[config.mk]
export PLATFORM = sky130hd
export DESIGN_NAME = fifo_axis_tx
export DESIGN_NICKNAME = d
export VERILOG_FILES = /design/src/rtl/fifo_pkg.sv /design/src/rtl/axis_width_down.sv /design/src/rtl/fifo_axis_tx.sv
export SDC_FILE = /design/constraint.sdc
export NUM_CORES = 1
export LEC_CHECK = 0
export BUFFER_PORTS_ARGS = -buffer_cell sky130_fd_sc_hd__buf_2
export CORE_MARGIN = 2
export CORE_UTILIZATION = 35
export DETAILED_ROUTE_END_ITERATION = 7
export PLACE_DENSITY = 0.67
export SLEW_MARGIN = 20
export SYNTH_ARGS = -nofsm -noshare
export SYNTH_HDL_FRONTEND = slang
export SYNTH_SLANG_ARGS = --single-unit
[constraint.sdc]
create_clock -name clk -period 3.65 [get_ports clk]
set_input_delay 0.5475 -clock clk [delete_from_list [all_inputs] [get_ports clk]]
set_output_delay 0.5475 -clock clk [all_outputs]
set_load 0.01 [all_outputs]
[src/rtl/fifo_pkg.sv]
// Shared widths and beat-slice helper for the FIFO-to-AXI-Stream read path.
package fifo_pkg;

    localparam int FIFO_DATA_WIDTH = 128;
    localparam int FIFO_AXIS_WIDTH = 32;
    localparam int FIFO_RATIO      = FIFO_DATA_WIDTH / FIFO_AXIS_WIDTH;
    localparam int FIFO_BEAT_W     = $clog2(FIFO_RATIO);

    // Beats go out most-significant slice first, so beat 0 sits at the top of the word.
    function automatic int beat_lsb(input int beat, input int data_w, input int axis_w);
        return data_w - (beat + 1) * axis_w;
    endfunction

endpackage

[src/rtl/axis_width_down.sv]
// Hold register plus beat counter: one wide valid/ready word in, RATIO narrow beats out.
module axis_width_down
    import fifo_pkg::*;
#(
    parameter int DATA_WIDTH = FIFO_DATA_WIDTH,
    parameter int AXIS_WIDTH = FIFO_AXIS_WIDTH
) (
    input  logic                  clk,
    input  logic                  reset,
    input  logic                  in_valid,
    output logic                  in_ready,
    input  logic [DATA_WIDTH-1:0] in_data,
    output logic                  out_valid,
    input  logic                  out_ready,
    output logic [AXIS_WIDTH-1:0] out_data,
    output logic                  out_last_beat
);

    localparam int RATIO  = DATA_WIDTH / AXIS_WIDTH;
    localparam int BEAT_W = (RATIO > 1) ? $clog2(RATIO) : 1;
    localparam logic [BEAT_W-1:0] LAST_BEAT = BEAT_W'(RATIO - 1);

    logic [DATA_WIDTH-1:0] hold_q, hold_d;
    logic                  hold_valid_q, hold_valid_d;
    logic [BEAT_W-1:0]     beat_cnt_q, beat_cnt_d;
    logic                  beat_done;
    logic                  word_accept;

    assign out_valid     = hold_valid_q;
    assign out_last_beat = hold_valid_q & (beat_cnt_q == LAST_BEAT);
    assign beat_done     = hold_valid_q & out_ready;
    // Ready looks through to out_ready so a new word lands on the same edge the last beat leaves.
    assign in_ready      = ~reset & (~hold_valid_q | (beat_done & (beat_cnt_q == LAST_BEAT)));
    assign word_accept   = in_valid & in_ready;
    assign out_data      = hold_q[beat_lsb(int'(beat_cnt_q), DATA_WIDTH, AXIS_WIDTH) +: AXIS_WIDTH];

    always_comb begin
        hold_d       = hold_q;
        hold_valid_d = hold_valid_q;
        beat_cnt_d   = beat_cnt_q;
        if (beat_done) begin
            if (beat_cnt_q == LAST_BEAT) begin
                hold_valid_d = 1'b0;
            end else begin
                beat_cnt_d = beat_cnt_q + BEAT_W'(1);
            end
        end
        if (word_accept) begin
            hold_d       = in_data;
            hold_valid_d = 1'b1;
            beat_cnt_d   = '0;
        end
    end

    always_ff @(posedge clk) begin
        if (reset) begin
            hold_valid_q <= 1'b0;
            beat_cnt_q   <= '0;
        end else begin
            hold_valid_q <= hold_valid_d;
            beat_cnt_q   <= beat_cnt_d;
        end
    end

    always_ff @(posedge clk) begin
        hold_q <= hold_d;
    end

endmodule

[src/rtl/fifo_axis_tx.sv]
// Drains FIFO words into AXI-Stream beats and frames them into packets of pkt_blocks words.
module fifo_axis_tx
    import fifo_pkg::*;
#(
    parameter int DATA_WIDTH    = FIFO_DATA_WIDTH,
    parameter int AXIS_WIDTH    = FIFO_AXIS_WIDTH,
    parameter int BLK_CNT_WIDTH = 16
) (
    input  logic                     clk,
    input  logic                     reset,
    input  logic                     fifo_read_tvalid,
    output logic                     fifo_read_tready,
    input  logic [DATA_WIDTH-1:0]    fifo_rdata,
    input  logic [BLK_CNT_WIDTH-1:0] pkt_blocks,
    output logic                     m_axis_tvalid,
    input  logic                     m_axis_tready,
    output logic [AXIS_WIDTH-1:0]    m_axis_tdata,
    output logic [AXIS_WIDTH/8-1:0]  m_axis_tkeep,
    output logic                     m_axis_tlast,
    output logic                     busy
);

    logic [BLK_CNT_WIDTH-1:0] blk_cnt_q, blk_cnt_d;
    logic [BLK_CNT_WIDTH-1:0] blk_last_q, blk_last_d;
    logic                     in_pkt_q, in_pkt_d;
    logic                     last_beat;
    logic                     word_accept;
    logic                     tlast_done;

    axis_width_down #(
        .DATA_WIDTH (DATA_WIDTH),
        .AXIS_WIDTH (AXIS_WIDTH)
    ) u_width_down (
        .clk           (clk),
        .reset         (reset),
        .in_valid      (fifo_read_tvalid),
        .in_ready      (fifo_read_tready),
        .in_data       (fifo_rdata),
        .out_valid     (m_axis_tvalid),
        .out_ready     (m_axis_tready),
        .out_data      (m_axis_tdata),
        .out_last_beat (last_beat)
    );

    assign word_accept  = fifo_read_tvalid & fifo_read_tready;
    assign m_axis_tlast = last_beat & in_pkt_q & (blk_cnt_q == blk_last_q);
    assign tlast_done   = m_axis_tlast & m_axis_tready;
    assign m_axis_tkeep = '1;
    assign busy         = in_pkt_q;

    // A word arriving on the TLAST handshake opens the next packet rather than extending this one.
    always_comb begin
        blk_cnt_d  = blk_cnt_q;
        blk_last_d = blk_last_q;
        in_pkt_d   = in_pkt_q;
        if (tlast_done) begin
            in_pkt_d = 1'b0;
        end
        if (word_accept) begin
            if (!in_pkt_q || tlast_done) begin
                blk_last_d = (pkt_blocks == '0) ? '0 : pkt_blocks - BLK_CNT_WIDTH'(1);
                blk_cnt_d  = '0;
                in_pkt_d   = 1'b1;
            end else begin
                blk_cnt_d = blk_cnt_q + BLK_CNT_WIDTH'(1);
            end
        end
    end

    always_ff @(posedge clk) begin
        if (reset) begin
            blk_cnt_q  <= '0;
            blk_last_q <= '0;
            in_pkt_q   <= 1'b0;
        end else begin
            blk_cnt_q  <= blk_cnt_d;
            blk_last_q <= blk_last_d;
            in_pkt_q   <= in_pkt_d;
        end
    end

endmodule

==> flow_metrics.py <==
metrics = {
    "outcome": {
        "status": "finished, final reports clean",
    },
    "power": {
        "power_frac_seq": 0.490,
        "p_int_w": 0.00331,
        "cellLeakagePower_nw": 3.32,
        "p_sw_w": 0.00100,
        "pwr-share-clk": 0.419,
        "p_sw_frac": 0.232,
        "power_density_nw_per_um2": 485,
        "finalPower_w": 0.00432,
        "ir_drop_uv": 261,
        "power_frac_comb": 0.091,
    },
    "detailed_routing": {
        "drcViolationCount": 0,
        "ant_nets": 0,
        "drt_iter0_drc": 272,
        "dr.pass1.iters": 4,
        "routed_wirelength_um": 15400,
        "post_drt_via_cell_ratio": 4.76,
        "drt-wirelength-per-cell_um": 16.7,
        "dr_total_vias": 4391,
    },
    "layout": {
        "synthToLayoutAreaGrowth_pct": 25.7,
        "fill_cells": 1832,
        "final_common_cell": "buf_2",
        "antenna-diode-count": 0,
        "seqCellArea_um2": 4570,
        "multi_input_area_um2": 2390,
        "drive_gt1_frac": 0.430,
        "nNetsFinal": 792,
        "final_cell_mix": "buf_2 (183), edfxtp_1 (128), nor2b_1 (43)",
        "stdcell_count": 923,
    },
    "placed_design": {
        "place_hpwl_um": 10900,
        "gp_congestion": 0.855,
        "numPortBuffers": 183,
        "pre_cts_slack_ns": 1.03,
        "dp.cells": 891,
    },
    "clock_network": {
        "tritoncts": "done",
        "cts.sinks": 164,
        "cts_resized": 0,
        "clkTransAtPathRegs_ns": 0.07,
        "cts-hold-fix-buffers": 0,
        "numCtsBuffers": 17,
        "post-cts-setup-buffers": 0,
        "cts_max_level": 4,
        "worstSkewPairLatency_ns": 0.42,
        "cts_root_buf": "clkbuf_16",
        "clockBufferDepth": 2,
    },
    "critical_path": {
        "startpoint_type": "flip-flop",
        "critPathCaptureType": "output port",
        "crit_arrival_ns": 2.38,
        "path_cells": "ha_2, buf_4, mux4_2, nor2b_1, buf_2",
        "critPathRequiredTime_ns": 3.10,
        "worst-setup-path-type": "reg -> out",
        "crit_path_start": "u_width_down.beat_cnt_q[0]",
        "rr_startpoint": "u_width_down.beat_cnt_q[0]",
        "slowest_stage": "ha_2",
        "crit_fanout": 15,
        "slowest_delay_ns": 0.66,
    },
    "timing": {
        "rsz0062_at_grt": "false",
        "hold_ws_ns": 0.299,
        "worstMarginPinSlew_ns": 0.727,
        "drv_slew": 0,
        "relSlewSlack": 0.513,
        "fin_setup_tns_ns": 0,
        "clock.fmax_mhz": 341,
        "fin_ws_ns": 0.721,
        "finalHoldViolCount": 0,
        "min_period_ns": 2.93,
        "clock_skew_ns": 0.00681,
        "finalCritPeriodShare": 0.803,
        "setup_viol_count_final": 0,
    },
    "global_routing": {
        "grt_pass1_wl_um": 24600,
        "grt_pass1_vias": 4648,
        "grt.total_usage": 0.147,
        "antenna_found_initial": 0,
        "grt_max_degree": 132,
        "overflow": 0,
    },
    "floorplanning": {
        "rows": 52,
        "design.core.area_um2": 20000,
        "die_w_um": 146,
        "die_y_um": 146,
        "io_pins": 188,
        "start_util": 0.353,
        "die_area_um2": 21400,
    },
    "job": {
        "drv_cap": 0,
    },
    "synth": {
        "syn_inst": 453,
        "synth_ff_type": "edfxtp_1",
        "synth.distinct_cells": 49,
        "synth-edff-count": 128,
        "netlist.top_cell.by_area": "edfxtp_1",
        "ys_seq_area_frac": 0.645,
        "yosysWarnings": 0,
        "async_reset_ff_frac": 0,
        "avgSynthCellArea_um2": 15.6,
        "synth_area_leaders": "edfxtp_1 (54%), dfxtp_1 (10%), mux4_2 (10%)",
        "ys_ff_latch": 164,
        "syn-cell-area_um2": 7080,
        "synth_top_area_frac": 0.543,
    },
    "hold_path": {
        "hold_class": "in -> reg",
        "hold_start": "fifo_rdata[20]",
    },
}
[cell type report]
cell class                      count  share of cell area
Clock buffer                       17              0.0478
Clock inverter                     15              0.0194
Inverter                            6             0.00281
Multi-Input combinational cell    262               0.268
Sequential cell                   164               0.513
Tap cell                          270              0.0380
Timing Repair Buffer              189               0.111
[final timing paths]
| path | end | slack, ns | cells after the start |
|---|---|---|---|
| hold reg to reg | blk_cnt_q[1] | 0.55 | 2 |
| setup / recovery | m_axis_tdata[1] | 0.72 | 5 |
| hold / removal | u_width_down.hold_q[20] | 0.30 | 1 |
| setup reg to reg | blk_cnt_q[2] | 1.19 | 7 |
[registers in the layout, indices dropped and copies added (netlist names)]
signal	cells
blk_cnt_q	16
u_width_down.beat_cnt_q	2
u_width_down.out_valid	1
u_width_down.hold_q	128
busy	1
blk_last_q	16
[synth_stat cells (4+ instances only)]
| library cell | count |
|---|---|
| a211oi_1 | 6 |
| buf_4 | 4 |
| and3_1 | 6 |
| mux2i_1 | 4 |
| xor2_1 | 18 |
| inv_1 | 5 |
| mux4_2 | 32 |
| nand2_1 | 12 |
| nand3_1 | 6 |
| buf_2 | 5 |
| nor3_1 | 23 |
| clkbuf_1 | 9 |
| nor2b_1 | 43 |
| mux2_4 | 4 |
| xnor2_1 | 22 |
| nand4_1 | 11 |
| nor2_1 | 24 |
| dfxtp_1 | 36 |
| ha_1 | 4 |
| mux2_2 | 9 |
| edfxtp_1 | 128 |
[power by group through the flow]
| stage | combinational (W) | clock [W] | sequential, W |
|---|---|---|---|
| floorplan | 0.000229 | 0 | 0.00215 |
| detailed placement | 0.000399 | 0 | 0.00216 |
| global route | 0.000431 | 0.00193 | 0.00212 |
| CTS | 0.000401 | 0.00186 | 0.00212 |
| global placement | 0.000389 | 0 | 0.00215 |
| finish | 0.000394 | 0.00181 | 0.00211 |
[through the flow]
| stage | instance area (um2) | util |
|---|---|---|
| after CTS | 8900 | 0.444 |
| after floorplan | 7090 | - |
| after detailed placement | 8300 | 0.414 |
| after global placement | 8300 | 0.414 |
| final | 8900 | 0.444 |
| after global routing | 8900 | 0.444 |
[kinds of logic after synthesis]
family                     after synthesis  share of synthesized area
DFF                                    164                      0.645
and+or+nand+nor                        143                      0.119
muxes                                   49                      0.130
xor gates and xnor gates                40                     0.0495
buffers and inverters                   30                     0.0226
AOI/OAI and AO/OA                       22                     0.0260
adders and majority gates                4                    0.00707
other                                    1                   0.000530
[critical path, delay by kind of cell (launching register included)]
family | cells | cell delay (ns)
DFF | 1 | 0.37
buffers and inverters | 2 | 0.47
adders and majority gates | 1 | 0.66
muxes | 1 | 0.32
and+or+nand+nor | 1 | 0.15
[per-layer routing]
| layer | vias up | track usage | routed length, um |
|---|---|---|---|
| met5 | - | 0 | 0 |
| met1 | 2135 | 0.186 | 6530 |
| li1 | 2088 | - | - |
| met3 | 19 | 0.0366 | 790 |
| met4 | 0 | 0.0476 | 282 |
| met2 | 149 | 0.250 | 7840 |
Power figures use the tool's default switching activity.
